<file path="src/rtl/cpu_types_pkg.sv">
// Shared datapath types: RAM handshake states and arbiter FSM states.
// Fairness width is sized here so the counter and selector agree.
package cpu_types_pkg;

    typedef enum logic [1:0] {
        FREE,
        BUSY,
        ACCESS,
        ERROR
    } ramstate_t;

    typedef enum logic [1:0] {
        ARB_IDLE,
        ARB_IXFER,
        ARB_DXFER
    } arb_state_t;

    localparam int ARB_STARVE_W = 3;

endpackage

</file>
<file path="src/rtl/arb_grant_sel.sv">
// Next-owner choice for the RAM arbiter: data first unless the fetch
// side has been passed over STARVE_LIMIT times in a row (FAIR_EN only).
module arb_grant_sel
    import cpu_types_pkg::*;
#(
    parameter bit FAIR_EN      = 1'b0,
    parameter int STARVE_LIMIT = 4
) (
    input  logic                    ireq,
    input  logic                    dreq,
    input  logic [ARB_STARVE_W-1:0] dstreak,
    output logic [1:0]              grant
);

    localparam logic [ARB_STARVE_W-1:0] LIMIT = ARB_STARVE_W'(STARVE_LIMIT);

    logic starved;

    assign starved = FAIR_EN && (dstreak >= LIMIT);

    always_comb begin
        grant = ARB_IDLE;
        if (dreq && !(ireq && starved)) begin
            grant = ARB_DXFER;
        end else if (ireq) begin
            grant = ARB_IXFER;
        end
    end

endmodule

</file>
<file path="src/rtl/ram_arbiter.sv">
// Single-ported RAM arbiter between IF (fetch) and MEM (data) requesters.
// Define ARB_FAIR_EN to bound fetch starvation with a data-grant streak counter.
module ram_arbiter
    import cpu_types_pkg::*;
#(
    parameter int ADDR_W       = 32,
    parameter int DATA_W       = 32,
    parameter int STARVE_LIMIT = 4
) (
    input  logic              CLK,
    input  logic              nRST,
    input  logic              iREN,
    input  logic [ADDR_W-1:0] iaddr,
    output logic [DATA_W-1:0] iload,
    output logic              iwait,
    input  logic              dREN,
    input  logic              dWEN,
    input  logic [ADDR_W-1:0] daddr,
    input  logic [DATA_W-1:0] dstore,
    output logic [DATA_W-1:0] dload,
    output logic              dwait,
    output logic              ramREN,
    output logic              ramWEN,
    output logic [ADDR_W-1:0] ramaddr,
    output logic [DATA_W-1:0] ramstore,
    input  logic [DATA_W-1:0] ramload,
    input  logic [1:0]        ramstate,
    output logic              memerr
);

`ifdef ARB_FAIR_EN
    localparam bit FAIR_EN = 1'b1;
`else
    localparam bit FAIR_EN = 1'b0;
`endif

    arb_state_t              state;
    arb_state_t              grant;
    logic [1:0]              grant_raw;
    ramstate_t               rs;
    logic                    dreq;
    logic                    own_req;
    logic                    done;
    logic [ARB_STARVE_W-1:0] dstreak;

    assign rs    = ramstate_t'(ramstate);
    assign dreq  = dREN | dWEN;
    assign grant = arb_state_t'(grant_raw);

    arb_grant_sel #(
        .FAIR_EN      (FAIR_EN),
        .STARVE_LIMIT (STARVE_LIMIT)
    ) u_sel (
        .ireq    (iREN),
        .dreq    (dreq),
        .dstreak (dstreak),
        .grant   (grant_raw)
    );

    always_comb begin
        own_req = 1'b0;
        unique case (state)
            ARB_IXFER: own_req = iREN;
            ARB_DXFER: own_req = dreq;
            default:   own_req = 1'b0;
        endcase
    end

    // A completion arriving while nRST is low is dropped on the floor.
    assign done   = nRST && own_req && (rs == ACCESS || rs == ERROR);
    assign iwait  = !(done && state == ARB_IXFER);
    assign dwait  = !(done && state == ARB_DXFER);
    assign memerr = done && (rs == ERROR);
    assign iload  = ramload;
    assign dload  = ramload;

    always_comb begin
        ramREN   = 1'b0;
        ramWEN   = 1'b0;
        ramaddr  = '0;
        ramstore = '0;
        unique case (state)
            ARB_IXFER: begin
                ramREN  = iREN;
                ramaddr = iaddr;
            end
            ARB_DXFER: begin
                ramREN   = dREN & !dWEN;
                ramWEN   = dWEN;
                ramaddr  = daddr;
                ramstore = dstore;
            end
            default: begin
                ramREN = 1'b0;
            end
        endcase
    end

    always_ff @(posedge CLK) begin
        if (!nRST) begin
            state <= ARB_IDLE;
        end else begin
            unique case (state)
                ARB_IDLE: state <= grant;
                ARB_IXFER,
                ARB_DXFER: begin
                    if (!own_req || done) begin
                        state <= ARB_IDLE;
                    end
                end
                default: state <= ARB_IDLE;
            endcase
        end
    end

`ifdef ARB_FAIR_EN
    always_ff @(posedge CLK) begin
        if (!nRST) begin
            dstreak <= '0;
        end else if (state == ARB_IDLE) begin
            if (!iREN || grant == ARB_IXFER) begin
                dstreak <= '0;
            end else if (grant == ARB_DXFER && dstreak != '1) begin
                dstreak <= dstreak + ARB_STARVE_W'(1);
            end
        end
    end
`else
    assign dstreak = '0;
`endif

endmodule
</file>
<file path="config.mk">
export PLATFORM = sky130hd
export DESIGN_NAME = ram_arbiter
export DESIGN_NICKNAME = d
export VERILOG_FILES = /design/src/rtl/cpu_types_pkg.sv /design/src/rtl/arb_grant_sel.sv /design/src/rtl/ram_arbiter.sv
export SDC_FILE = /design/constraint.sdc
export NUM_CORES = 1
export LEC_CHECK = 0
export CAP_MARGIN = 15
export CORE_AREA = 2 2 105 107
export CTS_BUF_LIST = sky130_fd_sc_hd__clkbuf_8
export DETAILED_ROUTE_END_ITERATION = 10
export DIE_AREA = 0 0 107 109
export PLACE_DENSITY = 0.57
export SYNTH_ARGS = -nofsm -noshare
export SYNTH_HDL_FRONTEND = slang
export SYNTH_HIERARCHICAL = 1
export SYNTH_SLANG_ARGS = --single-unit
</file>
<file path="constraint.sdc">
create_clock -name CLK -period 1.36 [get_ports CLK]
set_input_delay 0.204 -clock CLK [delete_from_list [all_inputs] [get_ports CLK]]
set_output_delay 0.204 -clock CLK [all_outputs]
set_load 0.03 [all_outputs]
</file>
==> results of run 1 <==
==> cells in the final DEF (no fill, tap or decap), types with 2 or more instances in the layout <==
cell,instances
ha_4,3
buf_12,9
nand3_1,2
clkbuf_16,2
clkbuf_8,3
nor2b_4,32
buf_4,38
and2_4,3
buf_6,40
and2_1,32
mux2i_1,2
buf_8,3
buf_16,3
nand2_1,4
clkdlybuf4s50_1,102
a22oi_2,32
==> worst register-to-register path, cell delays in order (launching register included) <==
cell      delay (ns)
dfxtp_2         0.34
inv_2           0.07
ha_4            0.30
buf_8           0.14
buf_16          0.14
nand2b_4        0.06
a21oi_4         0.14
mux2i_1         0.22
==> power by group through the flow <==
stage | Clock [mW] | Sequential (mW) | Combinational, mW
4_1_cts | 0.253 | 0.0662 | 1.42
3_3_place_gp | 0 | 0.0661 | 1.20
3_5_place_dp | 0 | 0.0664 | 1.22
5_1_grt | 0.270 | 0.0666 | 1.52
6_report | 0.243 | 0.0663 | 1.44
2_1_floorplan | 0 | 0.0682 | 0.992
==> path summary, 6_finish.rpt <==
| kind | start | cells past startpoint | slack (ns) | to |
|---|---|---|---|---|
| min | ramload[24] | 0 | 0.41 | dload[24] |
| max reg2reg | state[1] | 7 | -0.13 | state[0] |
| min reg2reg | state[1] | 2 | 0.48 | state[1] |
| max | state[1] | 7 | -0.37 | ramaddr[9] |
==> what timing repair did <==
action	CTS	global route
gates cloned	3	2
pin swaps	18	21
setup endpoints to repair	71	71
endpoints found under the hold margin	0	0
gates resized for setup	73	6
setup buffers	3	0
==> area by class of cell <==
type / instances / area share
clock buffer: 3 / 0.0112
clock inverter: 1 / 0.00102
inverter: 2 / 0.00271
multi-input combinational: 121 / 0.353
sequential: 2 / 0.0122
tap: 140 / 0.0474
timing repair buffer: 197 / 0.572
==> per-stage QoR <==
| step | cell area, sq um | worst slack [ns] | util |
|---|---|---|---|
| 2_1_floorplan | 1900 | -0.0496 | - |
| 3_3_place_gp | 3220 | -0.467 | 0.303 |
| 3_5_place_dp | 3220 | -0.508 | 0.303 |
| 4_1_cts | 3620 | -0.390 | 0.341 |
| 5_1_grt | 3690 | -0.412 | 0.348 |
| 6_report | 3690 | -0.367 | 0.348 |
==> layer usage <==
metal	vias to the layer above	wire length, um	track usage
met5	-	0	0
met4	0	174	0.0408
met3	18	653	0.0311
met2	113	3670	0.201
met1	849	2420	0.108
li1	855	-	-
==> results.cfg, run 1 <==
[power_and_ir_drop]
p_per_area_nw_per_um2 = 474
pwr-share-comb = 0.823
p_leak_nw = 1.39
irDropWorstVdd_mv = 0.500
switching_share = 0.379
power_frac_seq = 0.038
pwr-share-clk = 0.139
net-switching-power_mw = 0.663
p_int_mw = 1.09
p_total_mw = 1.75

[timing]
worst_pin_slew_ns = 0.210
hold_slack_ns = 0.408
worst_slack_ns = -0.367
period_needed_ns = 1.73
hold_viol = 0
slew_headroom = 0.860
clock_skew_ns = 0.00376
period_share = 1.27
max_freq_mhz = 579
rsz0062_at_grt = true
slew_violations = 0
setup_tns_ns = -21.90
setup_viol = 71

[critical_path]
cp-start-kind = flip-flop
cp_max_fo = 9
critPathTopFamily = buffers and inverters
critPathCaptureType = primary output
cp_slowest_cell = dfxtp_2
cpPeakStageDelay_ns = 0.32
arrival_ns = 1.52
worst-path-buf-inv = 4
worstSetupPathType = reg -> out
required_ns = 1.16
worstPathCellList = buf_6 > ha_4 > buf_12 > buf_12 > a22oi_2 > nor2b_4 > buf_6

[detailed_routing]
drt_first_pass_iters = 4
wirelength_mm = 6.92
routed_via_density = 3.94
drtIter0Drc = 46
antenna_left = 0
drt-wirelength-per-cell_um = 14.9
drc = 0
via_count = 1835

[cts]
clock-sinks = 2
clk_latency_ns = 0.21
htreeDepth = 1
clock_tree.root_cell = clkbuf_8
clkSlewWorstSetupHoldPaths_ns = 0.03
cts_hold_buf = 0
tritoncts = yes
numCtsBuffers = 3
cts.path.max_buffers = 2

[finish]
layout.nets = 466
largest-register = state
seq_area_sq_um = 45.0
top_regs = state x2
stdcell_count = 466
n_fill_cell = 1060
area_growth_pct = 155
largest_reg_flops = 2
antenna_cells = 0
drive_gt1_frac = 0.558
multi_input_area_sq_um = 1310

[outcome]
violations = setup timing
run_status = finished, violations left

[grt]
antenna_found_initial = 0
grtUsageTotal = 0.105
grt_pass1_wl_mm = 9.79
grt_pass1_vias = 1954
grt_overflow = 0
grt_max_degree = 34

[synth]
syn-instance-count = 204
yosysWarnings = 6
syn_avg_cell_area_sq_um = 7.10
synth_fp_nets = 343
synth_area_sq_um = 1450

[floorplan]
dieArea_sq_um = 11700
die_y_um = 109
io_pins = 268
core_sq_um = 10600
fp.dieW_um = 107
start_util = 0.137
placementRows = 38

[placed_design]
placedCellCount = 454
place_hpwl_mm = 5.00
gp_congestion = 0.677
io_buffers = 171

[run]
cap_violations = 0

[min_path]
min_path_type = in -> out
(Power assumes the default switching activity.)
==> run 2: changes to the inputs <==
--- a/config.mk
+++ b/config.mk
@@ -6,12 +6,12 @@
 export NUM_CORES = 1
 export LEC_CHECK = 0
 export CAP_MARGIN = 15
-export CORE_AREA = 2 2 105 107
+export CORE_AREA = 2 2 104 106
 export CTS_BUF_LIST = sky130_fd_sc_hd__clkbuf_8
 export DETAILED_ROUTE_END_ITERATION = 10
-export DIE_AREA = 0 0 107 109
+export DIE_AREA = 0 0 106 108
+export HOLD_SLACK_MARGIN = 0.15
 export PLACE_DENSITY = 0.57
 export SYNTH_ARGS = -nofsm -noshare
 export SYNTH_HDL_FRONTEND = slang
-export SYNTH_HIERARCHICAL = 1
 export SYNTH_SLANG_ARGS = --single-unit
==> run 2 against run 1 <==
  * Area after synthesis shrank 7.3%
  * Utilization increased by 1.8 points
  * The run still ends with setup timing left
  * Power is 4.6% higher
  * Non-clock buffer count increased by 1
==> results.cfg, run 2 <==
[timing]
worst_pin_slew_ns = 0.222
period_share = 1.26
period_needed_ns = 1.72
hold_slack_ns = 0.408
clock_skew_ns = 0.00207
max_freq_mhz = 582
rsz0062_at_grt = true
worst_slack_ns = -0.359
hold_viol = 0
setup_viol = 71
slew_violations = 0
slew_headroom = 0.852

[synth]
synth_fp_nets = 342
async_flop_share = 0
yosys.area.top_type_share = 0.369
ys_ff_latch = 2
syn-instance-count = 203
yosysMostFrequentCell = buf_4
synth_ff_type = dfxtp_1
synth_seq_area_share = 0.0298
yosys.area.top_type = buf_4
yosysWarnings = 0
synth_area_sq_um = 1340
syn_avg_cell_area_sq_um = 6.62
synth-edff-count = 0
synth.distinct_cells = 21
synth_area_leaders = buf_4 (37%), a22oi_1 (18%), and2_1 (16%)
yosys-top-cells-count = buf_4 (66), and2_1 (34), a22oi_1 (32), nor2_1 (32), buf_2 (7)

[critical_path]
critPathCaptureType = primary output
cp_max_fo = 32
ff2ff_setup_slack_ns = -0.27
reg2reg_to = state[1]
required_ns = 1.16
timing.rr.start = state[0]
ff2ff_path_depth = 8
arrival_ns = 1.51
worstPathCellList = buf_6 > ha_4 > buf_16 > nand3b_1 > a21oi_4 > buf_6
critPathTopFamily = buffers and inverters
cpPeakStageDelay_ns = 0.36
cp-start-kind = flip-flop
crit_top_cell = buf_6
worst-path-buf-inv = 3
cp_slowest_cell = dfxtp_4
worstSetupPathType = reg -> out

[detailed_routing]
routed_via_density = 4.05
via_count = 1873
antenna_left = 0
drtIter0Drc = 33
drt_first_pass_iters = 3
drc = 0
wirelength_mm = 7.43
drt-wirelength-per-cell_um = 16.1

[grt]
grt_overflow = 0
grt_max_degree = 33
grt_pass1_wl_mm = 10.9
grtUsageTotal = 0.122
grt_pass1_vias = 2119
antenna_found_initial = 0

[finish]
design_area_sq_um = 3750
layout.nets = 467
top_regs = state x2
area_growth_pct = 179
largest_reg_flops = 2
antenna_cells = 0
n_fill_cell = 1025
layout_common_cells = clkdlybuf4s50_1 (102), buf_6 (39), buf_4 (32)
drive_gt1_frac = 0.577
final_common_cell = clkdlybuf4s50_1
largest-register = state

[floorplan]
fp.dieW_um = 106
start_util = 0.131
dieArea_sq_um = 11400
placementRows = 37
die_y_um = 108
core_sq_um = 10200
io_pins = 268

[power_and_ir_drop]
power_frac_seq = 0.038
irDropWorstVdd_mv = 0.490
switching_share = 0.417
p_per_area_nw_per_um2 = 489
net-switching-power_mw = 0.764
p_int_mw = 1.07
pwr-share-comb = 0.837
p_leak_nw = 1.36
p_total_mw = 1.83
pwr-share-clk = 0.125

[cts]
cts_hold_buf = 0
clkSlewWorstSetupHoldPaths_ns = 0.03
clk_latency_ns = 0.21
clock-sinks = 2
tritoncts = yes
numCtsBuffers = 3
clock_tree.root_cell = clkbuf_8
htreeDepth = 1
cts.path.max_buffers = 2

[run]
cap_violations = 0

[placed_design]
pre_cts_slack_ns = -0.682
io_buffers = 171
place_hpwl_mm = 5.31
place_area_sq_um = 3080
gp_congestion = 0.779

[min_path]
min_path_cells = 0
min_path_type = in -> out
worstHoldStart = ramload[22]
min_to = dload[22]

[outcome]
run_status = finished, violations left
violations = setup timing
run 2: layer usage:
layer,up-vias,global-route usage,share of wire
met2,136,0.235,0.52
met3,30,0.0332,0.098
met1,841,0.124,0.35
met4,0,0.0545,0.036
met5,-,0,0
li1,866,-,-
run 2: area by class of cell:
type | instances | area, sq um | area share
multi-input cells | 120 | 1210 | 0.322
clock buffers | 3 | 41.3 | 0.0110
well taps | 136 | 170 | 0.0454
flip-flops and latches | 2 | 47.5 | 0.0127
repair buffers | 198 | 2260 | 0.604
inverters | 3 | 18.8 | 0.00501
run 2: metrics by stage:
step                      setup TNS [ns]  std cells   util
final                             -18.78        462  0.366
after global routing              -23.71        462  0.366
after CTS                         -22.34        459  0.357
after detailed placement          -18.33        445  0.301
after global placement            -18.43        445  0.301
after floorplan                    -1.47        203      -
run 2: power groups by stage:
stage / Clock [mW] / Sequential, mW / Combinational [mW]
2_1_floorplan: 0 / 0.0702 / 1.01
3_3_place_gp: 0 / 0.0709 / 1.24
3_5_place_dp: 0 / 0.0713 / 1.24
4_1_cts: 0.236 / 0.0696 / 1.51
5_1_grt: 0.249 / 0.0704 / 1.63
6_report: 0.229 / 0.0697 / 1.53
run 2: worst max-delay path by stage:
stage / to / slack (ns) / cells after the start / from
after global placement: iwait / -0.67 / 6 / dWEN
after global routing: ramREN / -0.44 / 6 / state[1]
after detailed placement: iwait / -0.68 / 6 / dWEN
after floorplan: ramaddr[13] / -0.08 / 5 / state[1]
after CTS: ramREN / -0.38 / 6 / state[1]
final: ramREN / -0.36 / 6 / state[1]
run 2: kinds of logic (layout without fill, tap and decap cells):
group | after synthesis | after routing | synth area share
buffers and inverters | 81 | 204 | 0.417
AND/OR/NAND/NOR | 78 | 78 | 0.293
AO/OA/AOI/OAI | 37 | 37 | 0.215
adder cells (fa/ha/maj) | 4 | 4 | 0.0372
flip-flops | 2 | 2 | 0.0298
multiplexers | 1 | 1 | 0.00745
run 2: what timing repair did:
item	4_1_cts	5_1_grt
pin swaps	46	10
setup buffers	6	1
endpoints found under the setup margin	71	71
gates cloned	5	2
resized for setup	100	6
==> run 3: changes to the inputs <==
--- a/config.mk
+++ b/config.mk
@@ -6,12 +6,12 @@
 export NUM_CORES = 1
 export LEC_CHECK = 0
 export CAP_MARGIN = 15
-export CORE_AREA = 2 2 104 106
+export CORE_AREA = 2 2 105 107
 export CTS_BUF_LIST = sky130_fd_sc_hd__clkbuf_8
 export DETAILED_ROUTE_END_ITERATION = 10
-export DIE_AREA = 0 0 106 108
+export DIE_AREA = 0 0 107 109
 export HOLD_SLACK_MARGIN = 0.15
-export PLACE_DENSITY = 0.57
+export PLACE_DENSITY = 0.54
 export SYNTH_ARGS = -nofsm -noshare
 export SYNTH_HDL_FRONTEND = slang
 export SYNTH_SLANG_ARGS = --single-unit
==> constraint.sdc (replaced) <==
create_clock -name CLK -period 2.1 [get_ports CLK]
set_input_delay 0.315 -clock CLK [delete_from_list [all_inputs] [get_ports CLK]]
set_output_delay 0.315 -clock CLK [all_outputs]
set_load 0.03 [all_outputs]
==> run 3 against run 2 <==
  * The run now ends clean
  * Sequential share of layout area is 0.25 points higher
  * Critical path depth grew 1
  * Global-route usage shrank 3.0 points
  * Cell area shrank 28%
  * Combinational power decreased by 57%
  * Critical path type unchanged
  * Critical endpoint is now dwait
  * Largest power group unchanged
  * Highest routed layer unchanged
==> results.cfg, run 3 (synthesis gave the netlist of run 2 again) <==
[min_path]
min_path_type = reg -> reg

[critical_path]
worst-path-buf-inv = 4
crit_top_cell = inv_1
critPathTopFamily = buffers and inverters
arrival_ns = 1.69
cp-start-kind = flip-flop
cp_slowest_cell = dfxtp_1
critPathCaptureType = primary output
cpPeakStageDelay_ns = 0.35
required_ns = 1.78
worstPathCellList = inv_1 > ha_1 > inv_1 > a211oi_2 > buf_4 > nand2_1 > clkdlybuf4s15_2
worstSetupPathType = reg -> out
cp_max_fo = 3

[timing]
slew_headroom = 0.757
hold_viol = 0
setup_viol = 0
rsz0062_at_grt = true
max_freq_mhz = 499
slew_violations = 0
clock_skew_ns = 0.000609
period_share = 0.955
period_needed_ns = 2.00
setup_tns_ns = 0
worst_pin_slew_ns = 0.365

[floorplan]
fp.dieW_um = 107
start_util = 0.127
core_sq_um = 10600
placementRows = 38
die_y_um = 109
dieArea_sq_um = 11700
io_pins = 268

[grt]
grt_pass1_vias = 1607
grt_overflow = 0
grtUsageTotal = 0.0920
grt_pass1_wl_mm = 8.56
grt_max_degree = 35
antenna_found_initial = 0

[detailed_routing]
drtIter0Drc = 65
wl_met3_um = 494
wirelength_mm = 5.94
routedLengthMet1_mm = 2.38
drt_first_pass_iters = 3
drt-wirelength-per-cell_um = 13.2
drc = 0
wl_met2_mm = 2.96
antenna_left = 0
routed_via_density = 3.67
dr.max_layer_used = met4
via_count = 1646

[power_and_ir_drop]
p_leak_nw = 1.12
irDropWorstVdd_mv = 0.315
p_per_area_nw_per_um2 = 313

[cts]
tritoncts = yes
clkSlewWorstSetupHoldPaths_ns = 0.03
cts_setup_buffers = 0
numCtsBuffers = 3
clock_tree.root_cell = clkbuf_8
cts_hold_buf = 0
cts.path.max_buffers = 2
clk_latency_ns = 0.21
clock-sinks = 2
htreeDepth = 1

[finish]
largest_reg_flops = 2
final_common_cell = clkdlybuf4s50_1
largest-register = state
design_area_sq_um = 2720
antenna_cells = 0
layout_common_cells = clkdlybuf4s50_1 (101), buf_4 (69), and2_1 (34)
stdcell_count = 449
drive_gt1_frac = 0.282
layout.nets = 450
area_growth_pct = 102
top_regs = state x2

[run]
cap_violations = 0

[placed_design]
placedCellCount = 446
place_area_sq_um = 2680
gp_congestion = 0.801
io_buffers = 171
place_hpwl_mm = 4.76

[outcome]
run_status = finished clean
## run 3: cell count changes in the layout (fill, tap and decap cells not counted), sizes merged
cell           before  now
buf                94   78
clkbuf              5    3
clkdlybuf4s15       0    1
clkdlybuf4s50     102  101
dlygate4sd2         0    1
## run 3: metrics by stage
stage	hold slack [ns]	util	total power [mW]	worst slack, ns
detailed placement	0.511	0.252	0.703	-0.328
finish	0.495	0.256	0.851	0.0952
CTS	0.524	0.256	0.863	0.0561
global placement	0.493	0.252	0.700	-0.360
global route	0.513	0.256	0.904	-0.0362
floorplan	0.465	-	0.564	0.357
## run 3: worst paths after layout
path | depth (start not counted) | end | from | slack (ns)
setup / recovery | 7 | dwait | state[0] | 0.1
hold reg to reg | 2 | state[1] | state[1] | 0.49
hold / removal | 2 | state[1] | state[1] | 0.49
setup reg to reg | 6 | state[0] | state[0] | 0.32
## run 3: final cells by class
class / count / area, sq um
Clock buffer: 3 / 41.3
Fill cell: 1158 / 7890
Inverter: 3 / 11.3
Multi-Input combinational cell: 120 / 743
Sequential cell: 2 / 41.3
Tap cell: 140 / 175
Timing Repair Buffer: 181 / 1710
## run 3: power by group
group          leakage, nW  total (mW)  internal [mW]  switching [mW]
Combinational         1.08       0.654          0.340           0.314
Sequential          0.0167      0.0445         0.0415         0.00302
Clock               0.0216       0.152          0.121          0.0307
## run 3: routing by layer
metal  GRT usage  vias to the layer above
met5           0                        -
met4      0.0371                        0
met3      0.0293                       18
met2       0.151                       71
met1       0.112                      732
li1            -                      825
## run 3: what timing repair did
item / CTS / global route
hold endpoints to repair: 0 / 0
gates resized for setup: 7 / 4
setup endpoints to repair: 2 / 27
## run 3: worst register-to-register path, cell delays in order, from the launching register on
cell      delay [ns]
dfxtp_1         0.35
inv_1           0.09
ha_1            0.31
inv_1           0.08
buf_4           0.34
a211oi_2        0.12
a311o_1         0.36
